[src/rtl/hc595_seg_scan.sv]
// Multiplexed 7-segment scan driver for a display behind cascaded 74HC595s.
// Optional leading-zero suppression is enabled by defining HC595_LZ_BLANK_EN.
module hc595_seg_scan #(
  parameter int DIGITS         = 8,
  parameter int CLK_DIV        = 2,
  parameter int HOLD_CYCLES    = 16,
  parameter bit SEG_ACTIVE_LOW = 1
) (
  input  logic                  clk1,
  input  logic                  rst_n,
  input  logic                  en,
  input  logic [4*DIGITS-1:0]   dis_data,
  input  logic [DIGITS-1:0]     dp_mask,
  input  logic [DIGITS-1:0]     blank_mask,
  output logic                  ds_stcp,
  output logic                  ds_shcp,
  output logic                  ds_data,
  output logic                  frame_done
);

  localparam int IDX_W  = (DIGITS > 1) ? $clog2(DIGITS) : 1;
  localparam int DIV_W  = (CLK_DIV > 1) ? $clog2(CLK_DIV) : 1;
  localparam int HOLD_W = (HOLD_CYCLES > 1) ? $clog2(HOLD_CYCLES) : 1;

  localparam logic [IDX_W-1:0]  LAST_IDX  = IDX_W'(DIGITS - 1);
  localparam logic [DIV_W-1:0]  DIV_LAST  = DIV_W'(CLK_DIV - 1);
  localparam logic [HOLD_W-1:0] HOLD_LAST = HOLD_W'(HOLD_CYCLES - 1);

  typedef enum logic [2:0] {IDLE, LOAD, SHIFT, LATCH, HOLD} state_t;

  state_t              state;
  logic [IDX_W-1:0]    idx;
  logic [3:0]          bit_cnt;
  logic [DIV_W-1:0]    div_cnt;
  logic                phase;
  logic [HOLD_W-1:0]   hold_cnt;
  logic [15:0]         shreg;
  logic [15:0]         frame;
  logic [3:0]          nib;
  logic [7:0]          seg;
  logic [7:0]          sel;
  logic [7:0]          sel_rev;

  function automatic logic [7:0] hex_seg(input logic [3:0] n);
    case (n)
      4'h0: hex_seg = 8'hC0;
      4'h1: hex_seg = 8'hF9;
      4'h2: hex_seg = 8'hA4;
      4'h3: hex_seg = 8'hB0;
      4'h4: hex_seg = 8'h99;
      4'h5: hex_seg = 8'h92;
      4'h6: hex_seg = 8'h82;
      4'h7: hex_seg = 8'hF8;
      4'h8: hex_seg = 8'h80;
      4'h9: hex_seg = 8'h90;
      4'hA: hex_seg = 8'h88;
      4'hB: hex_seg = 8'h83;
      4'hC: hex_seg = 8'hC6;
      4'hD: hex_seg = 8'hA1;
      4'hE: hex_seg = 8'h86;
      default: hex_seg = 8'h8E;
    endcase
  endfunction

`ifdef HC595_LZ_BLANK_EN
  logic upper_nz;
`endif

  // Frame for the current digit: segment byte MSB first, then select LSB first.
  always_comb begin
    nib = dis_data[{idx, 2'b00} +: 4];
    seg = hex_seg(nib);
    if (dp_mask[idx]) seg[7] = 1'b0;
`ifdef HC595_LZ_BLANK_EN
    upper_nz = 1'b0;
    for (int j = 0; j < DIGITS; j++) begin
      if (j >= int'(idx) && dis_data[4*j +: 4] != 4'h0) upper_nz = 1'b1;
    end
    if (idx != '0 && !upper_nz && !dp_mask[idx]) seg = 8'hFF;
`endif
    if (blank_mask[idx]) seg = 8'hFF;
    sel = ~(8'd1 << idx);
    if (!SEG_ACTIVE_LOW) begin
      seg = ~seg;
      sel = ~sel;
    end
    for (int i = 0; i < 8; i++) sel_rev[i] = sel[7-i];
    frame = {seg, sel_rev};
  end

  always_ff @(posedge clk1 or negedge rst_n) begin
    if (!rst_n) begin
      state      <= IDLE;
      idx        <= '0;
      bit_cnt    <= '0;
      div_cnt    <= '0;
      phase      <= 1'b0;
      hold_cnt   <= '0;
      ds_stcp    <= 1'b0;
      ds_shcp    <= 1'b0;
      ds_data    <= 1'b0;
      frame_done <= 1'b0;
    end else begin
      ds_stcp    <= 1'b0;
      ds_shcp    <= 1'b0;
      frame_done <= 1'b0;
      case (state)
        IDLE: begin
          ds_data <= 1'b0;
          if (en) state <= LOAD;
        end
        LOAD: begin
          bit_cnt <= '0;
          div_cnt <= '0;
          phase   <= 1'b0;
          state   <= SHIFT;
        end
        SHIFT: begin
          ds_shcp <= phase;
          if (!phase) ds_data <= shreg[15];
          if (div_cnt == DIV_LAST) begin
            div_cnt <= '0;
            phase   <= ~phase;
            if (phase) begin
              bit_cnt <= bit_cnt + 4'd1;
              if (bit_cnt == 4'd15) state <= LATCH;
            end
          end else begin
            div_cnt <= div_cnt + 1'b1;
          end
        end
        LATCH: begin
          ds_stcp <= 1'b1;
          if (div_cnt == DIV_LAST) begin
            div_cnt  <= '0;
            hold_cnt <= '0;
            state    <= HOLD;
          end else begin
            div_cnt <= div_cnt + 1'b1;
          end
        end
        HOLD: begin
          if (hold_cnt == HOLD_LAST) begin
            idx        <= (idx == LAST_IDX) ? '0 : idx + 1'b1;
            frame_done <= (idx == LAST_IDX);
            state      <= en ? LOAD : IDLE;
          end else begin
            hold_cnt <= hold_cnt + 1'b1;
          end
        end
        default: state <= IDLE;
      endcase
    end
  end

  // Shift register is pure data: loaded in LOAD, advanced after each shcp high phase.
  always_ff @(posedge clk1) begin
    if (state == LOAD) begin
      shreg <= frame;
    end else if (state == SHIFT && phase && div_cnt == DIV_LAST) begin
      shreg <= {shreg[14:0], 1'b0};
    end
  end

endmodule

[config.mk]
export PLATFORM = sky130hd
export DESIGN_NAME = hc595_seg_scan
export DESIGN_NICKNAME = d
export VERILOG_FILES = /design/src/rtl/hc595_seg_scan.sv
export SDC_FILE = /design/constraint.sdc
export NUM_CORES = 1
export LEC_CHECK = 0
export BUFFER_PORTS_ARGS = -buffer_cell sky130_fd_sc_hd__buf_2
export CAP_MARGIN = 20
export CELL_PAD_IN_SITES_DETAIL_PLACEMENT = 2
export CELL_PAD_IN_SITES_GLOBAL_PLACEMENT = 2
export CORE_AREA = 4 4 87 89
export CTS_CLUSTER_SIZE = 28
export DETAILED_ROUTE_END_ITERATION = 12
export DIE_AREA = 0 0 91 93
export PLACE_DENSITY = 0.88
export SLEW_MARGIN = 40
export SYNTH_ARGS = -nofsm -noshare
export SYNTH_HDL_FRONTEND = slang
export SYNTH_SLANG_ARGS = --single-unit
[constraint.sdc]
create_clock -name clk1 -period 3.4 [get_ports clk1]
set_input_delay 0.85 -clock clk1 [delete_from_list [all_inputs] [get_ports clk1]]
set_output_delay 0.85 -clock clk1 [all_outputs]
set_load 0.1 [all_outputs]
==> run metrics, run 1 <==
ANT cells=0; clk buf depth=2; Die W=approximately 90 um; synth warn=0; gr ovfl total=0; Req. time, crit path=3.44 ns; Synth Area in XOR/XNOR=1.540%; initial core utilization=33.67%; R2R cell count=6; residual DRC count=0; Crit. Startpoint=idx[0]$_DFFE_PN0P_; cell count after synthesis=204; Final setup viols=0; VDD IR-drop max=around 0.00020 V; Root Driver=clkbuf_8; die span in y=about 93 um; gr usage total=between 10% and 20%; clock latency at the later pin of the worst-skew pair=0.29 ns; Syn-to-layout area delta=19.25%; Primary FF master, synth=dfrtp_1; Mapped Area=2275 um2; RSZ-0062 raised after global routing=false; area share of the largest cell type after synthesis=~22%; post-route ant nets=0; fraction of registers with async set or reset after synthesis=55.56%; mux contribution to synthesized area=16.23%; fmax=347.2 MHz; Leakage=0.001213 uW; worst-margin pin slew=0.5652 ns; antenna violations before repair=0; buffer count from post-CTS setup fixing=0; sequential share of the synthesized area=a little over two fifths; vias in the first global route=2042; largest cells by area after synthesis=dfrtp_1 (22%), edfxtp_1 (21%), mux4_2 (7.9%), ha_1 (7.7%), mux4_1 (4.6%); share of cells above drive strength 1=31.18%; Post-Synth Adder-Cell Area=7.701%; clk slew on worst S/H paths=0.08 ns; Syn Area/Cell=11.15 um2; Sink Count=36; post-synthesis net count=269; CTS tree=done; commonest non-fill, non-tap cell in the layout=buf_2; final worst path period share=84.72%; status=finished clean; Post-Synth Simple-Gate Area=15.13%; post-layout min period=2.880 ns; startpoint class of the critical path=register; H-tree levels=2; Hold Slack=0.5178 ns; worst min path class=input pin to async pin; number of synthesized flops with an enable pin=16; Compound-Gate Fraction of Synth Area=11.39%; vias=1821; routed vias/inst=5.309; Crit Path Category=register to register; register bit total from synthesis=36; Worst Skew=0.006528 ns; iteration count of the initial detailed-routing pass=4; post-synth top area cell=dfrtp_1; Die ar.=8463 um2; hold buffer count at CTS=0; Crit Path Max Fanout=9; io pins=55; most frequent cells in the layout=buf_2 (54), nor2_1 (28), dfrtp_1 (20); Register Area=980.9 um2; CORE AREA=6756 um2; WL per Instance=17.95 um; RR Startpoint=idx[0]$_DFFE_PN0P_; placed wire-length estimate=4764 um; post_cts resized=0; worst rel slew slack=between 60% and 70%; port bufs=54; critical path arrival=2.92 ns; multi-input logic area=1182 um2; largest family of logic cells by synthesized area=multiplexers; CTS buffer count=5; fillers=about 740; Final Hold Vio Count=0; Std-Cell Rows=30; Distinct cells, synth=46; first-pass GRT wire length=around 10000 um; pin count of the biggest net entering global routing=24; Final TNS setup=0 ns; Final Max Slew Viols=0; Power Density=596.3 nW/um2; final layout net count=327; R2R Setup Slk=0.52 ns; Crit. End Element=register; Routability Congestion=0.7891; DP Worst Slack=0.4859 ns; Routed Wire Length=about 6200 um; max-cap violations=0; final worst-path setup slack=roughly 0.52 ns; Iter 0 DRT Violations=~90
[where the power goes]
part / internal [uW] / leakage [uW] / switching [uW]
Sequential: 627 / 0.000414 / 113
Clock: 144 / 0.0000422 / 154
Combinational: 203 / 0.000756 / 377
Total: 973 / 0.00121 / 644
[metal layers]
| layer | share of wire, % | wire, um | track usage [%] | vias up |
|---|---|---|---|---|
| met1 | 43 | 2654 | 18.92 | 923 |
| met4 | 1.2 | 74 | 4.146 | 0 |
| met3 | 2.2 | 138 | 2.494 | 6 |
| met5 | 0 | 0 | 0 | - |
| met2 | 53 | 3289 | 28.76 | 24 |
| li1 | - | - | - | 868 |
[layout make-up]
class | instances | area share [%]
Clock inverter | 1 | 0.1845
Inverter | 12 | 1.661
Clock buffer | 7 | 2.814
Tap cell | 80 | 3.690
Timing Repair Buffer | 61 | 11.90
Sequential cell | 36 | 36.16
Multi-Input combinational cell | 146 | 43.59
[kinds of logic after synthesis]
family / Yosys count
xor+xnor: 4
fa+ha+maj: 14
buf+inv: 22
simple gates: 67
mux: 20
flops: 36
compound gates: 41
[critical path, stage by stage (launching register included)]
cell and delay (ns):
dfrtp_1 0.64, buf_4 0.28, mux4_2 0.51, mux2i_1 0.42, nor2b_1 0.15, or4_1 0.49
o221a_2 0.14
[per-stage QoR]
step,utilization (%),cell area (um2),cells,total power (uW)
2_1_floorplan,-,2275,204,1143
3_3_place_gp,38.94,2631,335,1288
3_5_place_dp,38.94,2631,335,1332
4_1_cts,40.15,2713,343,1639
5_1_grt,40.15,2713,343,1749
6_report,40.15,2713,343,1618
[synthesized netlist by cell type (4+ instances only)]
cell / count
dfrtp_1: 20
a21oi_1: 7
mux4_1: 4
clkbuf_1: 4
a31oi_1: 6
ha_1: 14
buf_2: 4
nor2_1: 28
mux2i_1: 7
o21ai_0: 14
mux4_2: 8
inv_1: 11
nand2_1: 11
and2_1: 4
edfxtp_1: 16
[final timing paths]
check	endpoint
setup reg to reg	shreg[8]$_DFFE_PP_
hold / removal	ds_shcp$_DFF_PN0_
hold reg to reg	hold_cnt[0]$_DFFE_PN0P_
setup / recovery	shreg[8]$_DFFE_PP_
min in group clk1	hold_cnt[0]$_DFFE_PN0P_
max in group asynchronous	state[1]$_DFFE_PN0P_
[flip-flops by register name (all words and copies together), names as in the netlist, 3 cells and up]
register and cells:
shreg 16, state 3, idx 3, hold_cnt 4, bit_cnt 4
Note: power is estimated with default switching activity, not from simulation.
==> run 2: changes to the inputs <==
==> constraint.sdc (replaced) <==
create_clock -name clk1 -period 2.9 [get_ports clk1]
set_input_delay 0.725 -clock clk1 [delete_from_list [all_inputs] [get_ports clk1]]
set_output_delay 0.725 -clock clk1 [all_outputs]
set_load 0.1 [all_outputs]
==> run 2 against run 1 <==
Effect of this change: clock skew grew 0.0017 ns; non-clock buffer count grew 3; final cell count grew 0.87%; count of clock-buffer cells in the layout shrank 2; sequential share of layout area shrank 0.54 points; global-route usage grew 2.1 points; flip-flop and latch count is the same; highest routed layer unchanged; combinational power grew 26%; largest power group unchanged.
==> run metrics, run 2 (synthesis gave the netlist of run 1 again) <==
status=finished clean; commonest non-fill, non-tap cell in the layout=buf_2; VDD IR-drop max=0.0002541 V (+27%); multi-input logic area=1182 um2 (unchanged); worst-margin pin slew=0.5368 ns (-0.02838 ns); Final Hold Vio Count=0 (unchanged); io pins=55 (unchanged); final worst path period share=92.57% (+7.9 points); gr ovfl total=0 (unchanged); Iter 0 DRT Violations=105 (+19%); Std-Cell Rows=30 (unchanged); clk slew on worst S/H paths=0.08 ns (about the same); Power Density=711.7 nW/um2 (+19%); vias=1896 (+4.1%); Req. time, crit path=2.96 ns (-0.48 ns); final worst-path setup slack=0.2153 ns (-0.3043 ns); RR Startpoint=idx[0]$_DFFE_PN0P_; Psw=816.4 uW (+27%); iteration count of the initial detailed-routing pass=4 (unchanged); Core Util, Final=40.76% (+0.61 points); R2R Path End=shreg[8]$_DFFE_PP_; DP Worst Slack=0.07687 ns (-0.4090 ns); R2R Setup Slk=0.22 ns (-0.30 ns); port bufs=54 (unchanged); residual DRC count=0 (unchanged); fmax=372.5 MHz (+7.3%); worst rel slew slack=64.18% (+1.9 points); R2R cell count=7 (+1); Switching Fraction=41.65% (+1.8 points); CTS buffer count=5 (unchanged); Clock Power Share=18.5% (about the same); Final Max Slew Viols=0 (unchanged); fillers=745 (+0.27%); critical path arrival=2.75 ns (-0.17 ns); CORE AREA=6756 um2 (unchanged); Register Area=980.9 um2 (unchanged); clock latency at the later pin of the worst-skew pair=0.30 ns (about the same); Sink Count=36 (unchanged); RSZ-0062 raised after global routing=false; Routability Congestion=0.7360 (-6.7%); Internal=1144 uW (+17%); pin count of the biggest net entering global routing=23 (-4.2%); Leakage=0.001239 uW (+2.2%); CTS tree=done; Sequential Power Share=44.3% (-1.4 points); gr usage total=17.75% (+2.1 points); initial core utilization=33.67% (unchanged); vias in the first global route=2178 (+6.7%); most frequent cells in the layout=buf_2 (54), nor2_1 (28), dfrtp_1 (20); Crit Path Category=register to register; Routed Wire Length=7241 um (+18%); buffer count from post-CTS setup fixing=0 (unchanged); ANT cells=0 (unchanged); Final TNS setup=0 ns (unchanged); Root Driver=clkbuf_8; H-tree levels=2 (unchanged); Largest register FFs=16 (unchanged); startpoint class of the critical path=register; die span in y=93 um (unchanged); Largest regs=shreg: 16 flops, bit_cnt: 4 flops, hold_cnt: 4 flops; Comb power frac=37.2% (+1.4 points); Die W=91 um (unchanged); post-layout min period=2.685 ns (-0.1957 ns); routed vias/inst=5.480 (+3.2%); Final setup viols=0 (unchanged); Worst Skew=0.008251 ns (+0.001723 ns); clk buf depth=2 (unchanged); hold buffer count at CTS=0 (unchanged); Crit. Startpoint=idx[0]$_DFFE_PN0P_; Crit Path Max Fanout=10 (+1); final layout net count=330 (+0.92%); Reg with most FFs=shreg; antenna violations before repair=0 (unchanged); Crit. End Element=register; post-route ant nets=0 (unchanged); WL per Instance=20.93 um (+17%); first-pass GRT wire length=11560 um (+11%); worst min path class=input pin to async pin; post_cts resized=0 (unchanged); Syn-to-layout area delta=21.07%; total power=1960 uW (+21%); share of cells above drive strength 1=32.71% (+1.5 points); Die ar.=8463 um2 (unchanged); placed wire-length estimate=5375 um (+13%); max-cap violations=0 (unchanged)
[run 2: changes by cell type in the layout (fill, tap and decap cells not counted)]
cell | before | now
buf_12 | 0 | 1
buf_4 | 7 | 9
clkbuf_1 | 2 | 0
clkinv_2 | 1 | 2
clkinv_4 | 0 | 1
[run 2: worst max path at each step]
stage | slack, ns | to | cells after the start
after floorplan | 0.18 | shreg[8]$_DFFE_PP_ | 6
after global placement | 0.22 | shreg[8]$_DFFE_PP_ | 7
after detailed placement | 0.08 | shreg[8]$_DFFE_PP_ | 7
after CTS | 0.19 | shreg[8]$_DFFE_PP_ | 6
after global routing | 0.06 | shreg[8]$_DFFE_PP_ | 7
final | 0.22 | shreg[8]$_DFFE_PP_ | 7
[run 2: final cells by class]
cell class                 instances  share of cell area (%)
sequential                        36                   35.62
tap                               80                   3.635
multi-input combinational        146                   42.93
inverter                          12                   1.636
clock inverter                     3                  0.6815
timing repair buffer              64                   12.99
clock buffer                       5                   2.499
[run 2: per-layer routing]
layer / share of wire (%) / global-route usage, %
met1: 37 / 17.97
met2: 57 / 35.56
met4: 3.4 / 7.538
met3: 2.6 / 2.816
met5: 0 / 0
[run 2: power by group through the flow]
stage	logic, uW	registers [uW]	clock network (uW)
2_1_floorplan	400	940	0
3_3_place_gp	649	863	0
3_5_place_dp	708	877	0
4_1_cts	735	868	368
5_1_grt	803	891	388
6_report	729	869	362
[run 2: stage by stage]
stage / hold WS [ns] / cells / cell area [um2]
final: 0.3743 / 346 / 2754
after global routing: 0.4113 / 346 / 2754
after CTS: 0.3890 / 346 / 2754
after detailed placement: 0.5339 / 338 / 2666
after global placement: 0.5165 / 338 / 2666
after floorplan: 0.4294 / 204 / 2275
[run 2: critical path, stage by stage (launching register included)]
cell and delay, ns:
dfrtp_1 0.59, buf_4 0.26, mux4_2 0.51, mux2i_1 0.28, buf_4 0.23, nor2b_1 0.24
a22oi_1 0.11, o221a_2 0.23
==> run 3: changes to the inputs <==
--- a/config.mk
+++ b/config.mk
@@ -9,11 +9,12 @@
 export CAP_MARGIN = 20
 export CELL_PAD_IN_SITES_DETAIL_PLACEMENT = 2
 export CELL_PAD_IN_SITES_GLOBAL_PLACEMENT = 2
-export CORE_AREA = 4 4 87 89
+export CORE_AREA = 4 4 84 86
 export CTS_CLUSTER_SIZE = 28
 export DETAILED_ROUTE_END_ITERATION = 12
-export DIE_AREA = 0 0 91 93
-export PLACE_DENSITY = 0.88
+export DIE_AREA = 0 0 88 90
+export GPL_TIMING_DRIVEN = 0
+export PLACE_DENSITY = 0.94
 export SLEW_MARGIN = 40
 export SYNTH_ARGS = -nofsm -noshare
 export SYNTH_HDL_FRONTEND = slang
==> constraint.sdc (replaced) <==
create_clock -name clk1 -period 3.4 [get_ports clk1]
set_input_delay 0.85 -clock clk1 [delete_from_list [all_inputs] [get_ports clk1]]
set_output_delay 0.85 -clock clk1 [all_outputs]
set_load 0.1 [all_outputs]
==> run 3 against run 2 <==
Effect of this change: global-route usage up 1.1 points; via count down 0.95%; maximum frequency down 13%; final cell count decreased by 0.58%; flip-flop and latch count unchanged; cell area rose by 0.55%; hold slack better by 0.13 ns; sequential power is 17% lower; routed wire length decreased by 0.59%; register-to-register slack gained 0.098 ns; critical endpoint is now shreg[13]$_DFFE_PP_; largest cell class unchanged; highest routed layer unchanged.
==> run metrics, run 3 (synthesis gave the netlist of run 1 again) <==
Crit. End Element=register; Routability Congestion=0.7667 (+4.2%); Iter 0 DRT Violations=79 (-25%); post_cts resized=0 (unchanged); Final setup viols=0 (unchanged); pin count of the biggest net entering global routing=21 (-8.7%); vias=1878 (-0.95%); routed vias/inst=5.459 (-0.37%); first-pass GRT wire length=11520 um (-0.29%); final worst path period share=90.78% (-1.8 points); Crit Path Max Fanout=10 (unchanged); post-route ant nets=0 (unchanged); worst rel slew slack=55.14% (-9.0 points); Largest register FFs=16 (unchanged); die span in y=90 um (-3.2%); Final TNS setup=0 ns (unchanged); Hold Slack=0.5023 ns (+0.1280 ns); residual DRC count=0 (unchanged); buffer count from post-CTS setup fixing=0 (unchanged); max-cap violations=0 (unchanged); worst-margin pin slew=0.6542 ns (+0.1175 ns); vias in the first global route=2146 (-1.5%); Reg with most FFs=shreg; fillers=674 (-9.5%); CTS tree=done; Final Instance Area=2769 um2 (+0.55%); Die ar.=7920 um2 (-6.4%); Power Density=631.7 nW/um2 (-11%); Routed Wire Length=7198 um (-0.59%); port bufs=54 (unchanged); Crit Path Category=register to register; gr ovfl total=0 (unchanged); ANT cells=0 (unchanged); startpoint class of the critical path=register; Final Max Slew Viols=0 (unchanged); Syn-to-layout area delta=21.73%; critical path arrival=3.13 ns (+0.38 ns); CTS buffer count=5 (unchanged); iteration count of the initial detailed-routing pass=4 (unchanged); initial core utilization=36.24% (+2.6 points); dpl cell area=2653 um2 (-0.52%); status=finished clean; antenna violations before repair=0 (unchanged); Largest regs=shreg: 16 flops, bit_cnt: 4 flops, hold_cnt: 4 flops; VDD IR-drop max=0.0003560 V (+40%); clk slew on worst S/H paths=0.08 ns (about the same); Req. time, crit path=3.44 ns (+0.48 ns); clock latency at the later pin of the worst-skew pair=0.29 ns (about the same); share of cells above drive strength 1=31.46% (-1.2 points); post-layout min period=3.086 ns (+0.4017 ns); RSZ-0062 raised after global routing=false; WL per Instance=20.92 um (about the same); Root Driver=clkbuf_8; Final Hold Vio Count=0 (unchanged); placed wire-length estimate=5554 um (+3.3%); multi-input logic area=1186 um2 (+0.32%); gr usage total=18.90% (+1.1 points); Std-Cell Rows=29 (-3.3%); Die W=88 um (-3.3%); worst min path class=input pin to async pin; Register Area=980.9 um2 (unchanged); io pins=55 (unchanged); clk buf depth=2 (unchanged); Sink Count=36 (unchanged); Leakage=0.001236 uW (-0.25%); fmax=324.0 MHz (-13%); final layout net count=331 (+0.30%); most frequent cells in the layout=buf_2 (58), nor2_1 (28), dfrtp_1 (20); Worst Skew=0.008850 ns (+0.0005988 ns); commonest non-fill, non-tap cell in the layout=buf_2; H-tree levels=2 (unchanged); CORE AREA=6277 um2 (-7.1%); hold buffer count at CTS=0 (unchanged)
run 3: path summary, 6_finish.rpt:
kind | cells after the start | from | end | slack (ns)
max in group asynchronous | 1 | rst_n | idx[0]$_DFFE_PN0P_ | 2.57
worst min-delay path | 1 | rst_n | state[1]$_DFFE_PN0P_ | 0.50
worst max register to register | 10 | idx[0]$_DFFE_PN0P_ | shreg[13]$_DFFE_PP_ | 0.31
min in group clk1 | 1 | hold_cnt[1]$_DFFE_PN0P_ | hold_cnt[1]$_DFFE_PN0P_ | 0.55
worst min register to register | 1 | hold_cnt[1]$_DFFE_PN0P_ | hold_cnt[1]$_DFFE_PN0P_ | 0.55
worst max-delay path | 10 | idx[0]$_DFFE_PN0P_ | shreg[13]$_DFFE_PP_ | 0.31
run 3: metal layers:
metal / global-route usage, % / routed length, um / part of all wire [%]
met1: 22.29 / 2889 / 40
met2: 34.30 / 4006 / 56
met3: 3.199 / 180 / 2.5
met4: 5.499 / 120 / 1.7
met5: 0 / 0 / 0
run 3: final cells by class:
| class | count | share of cell area, % |
|---|---|---|
| Tap cell | 77 | 3.479 |
| Clock buffer | 6 | 2.982 |
| Buffer | 10 | 2.395 |
| Clock inverter | 2 | 1.220 |
| Sequential cell | 36 | 35.43 |
| Multi-Input combinational cell | 146 | 42.84 |
| Inverter | 12 | 1.627 |
| Timing Repair Buffer | 55 | 10.03 |
run 3: report_power, final:
group / internal [uW] / total [uW] / leakage [uW] / switching (uW)
combinational: 204 / 633 / 0.000763 / 429
clock: 236 / 392 / 0.0000588 / 156
sequential: 628 / 724 / 0.000414 / 95.5
run 3: worst max-delay path: stages (launching register included):
cell and delay [ns]:
dfrtp_1 0.42, buf_6 0.16, buf_12 0.14, mux4_1 0.55, mux2i_1 0.55, inv_1 0.19, ha_1 0.24, inv_1 0.10
mux2i_1 0.09, a221oi_1 0.30, nor2_1 0.09
run 3: through the flow:
step	total power [uW]	util, %	instances	setup slack, ns
5_1_grt	1866	44.11	344	0.1581
3_3_place_gp	1287	42.08	335	0.2869
3_5_place_dp	1362	42.26	336	0.1495
4_1_cts	1769	44.11	344	0.3230
2_1_floorplan	1143	-	204	0.5559
6_report	1749	44.11	344	0.3136
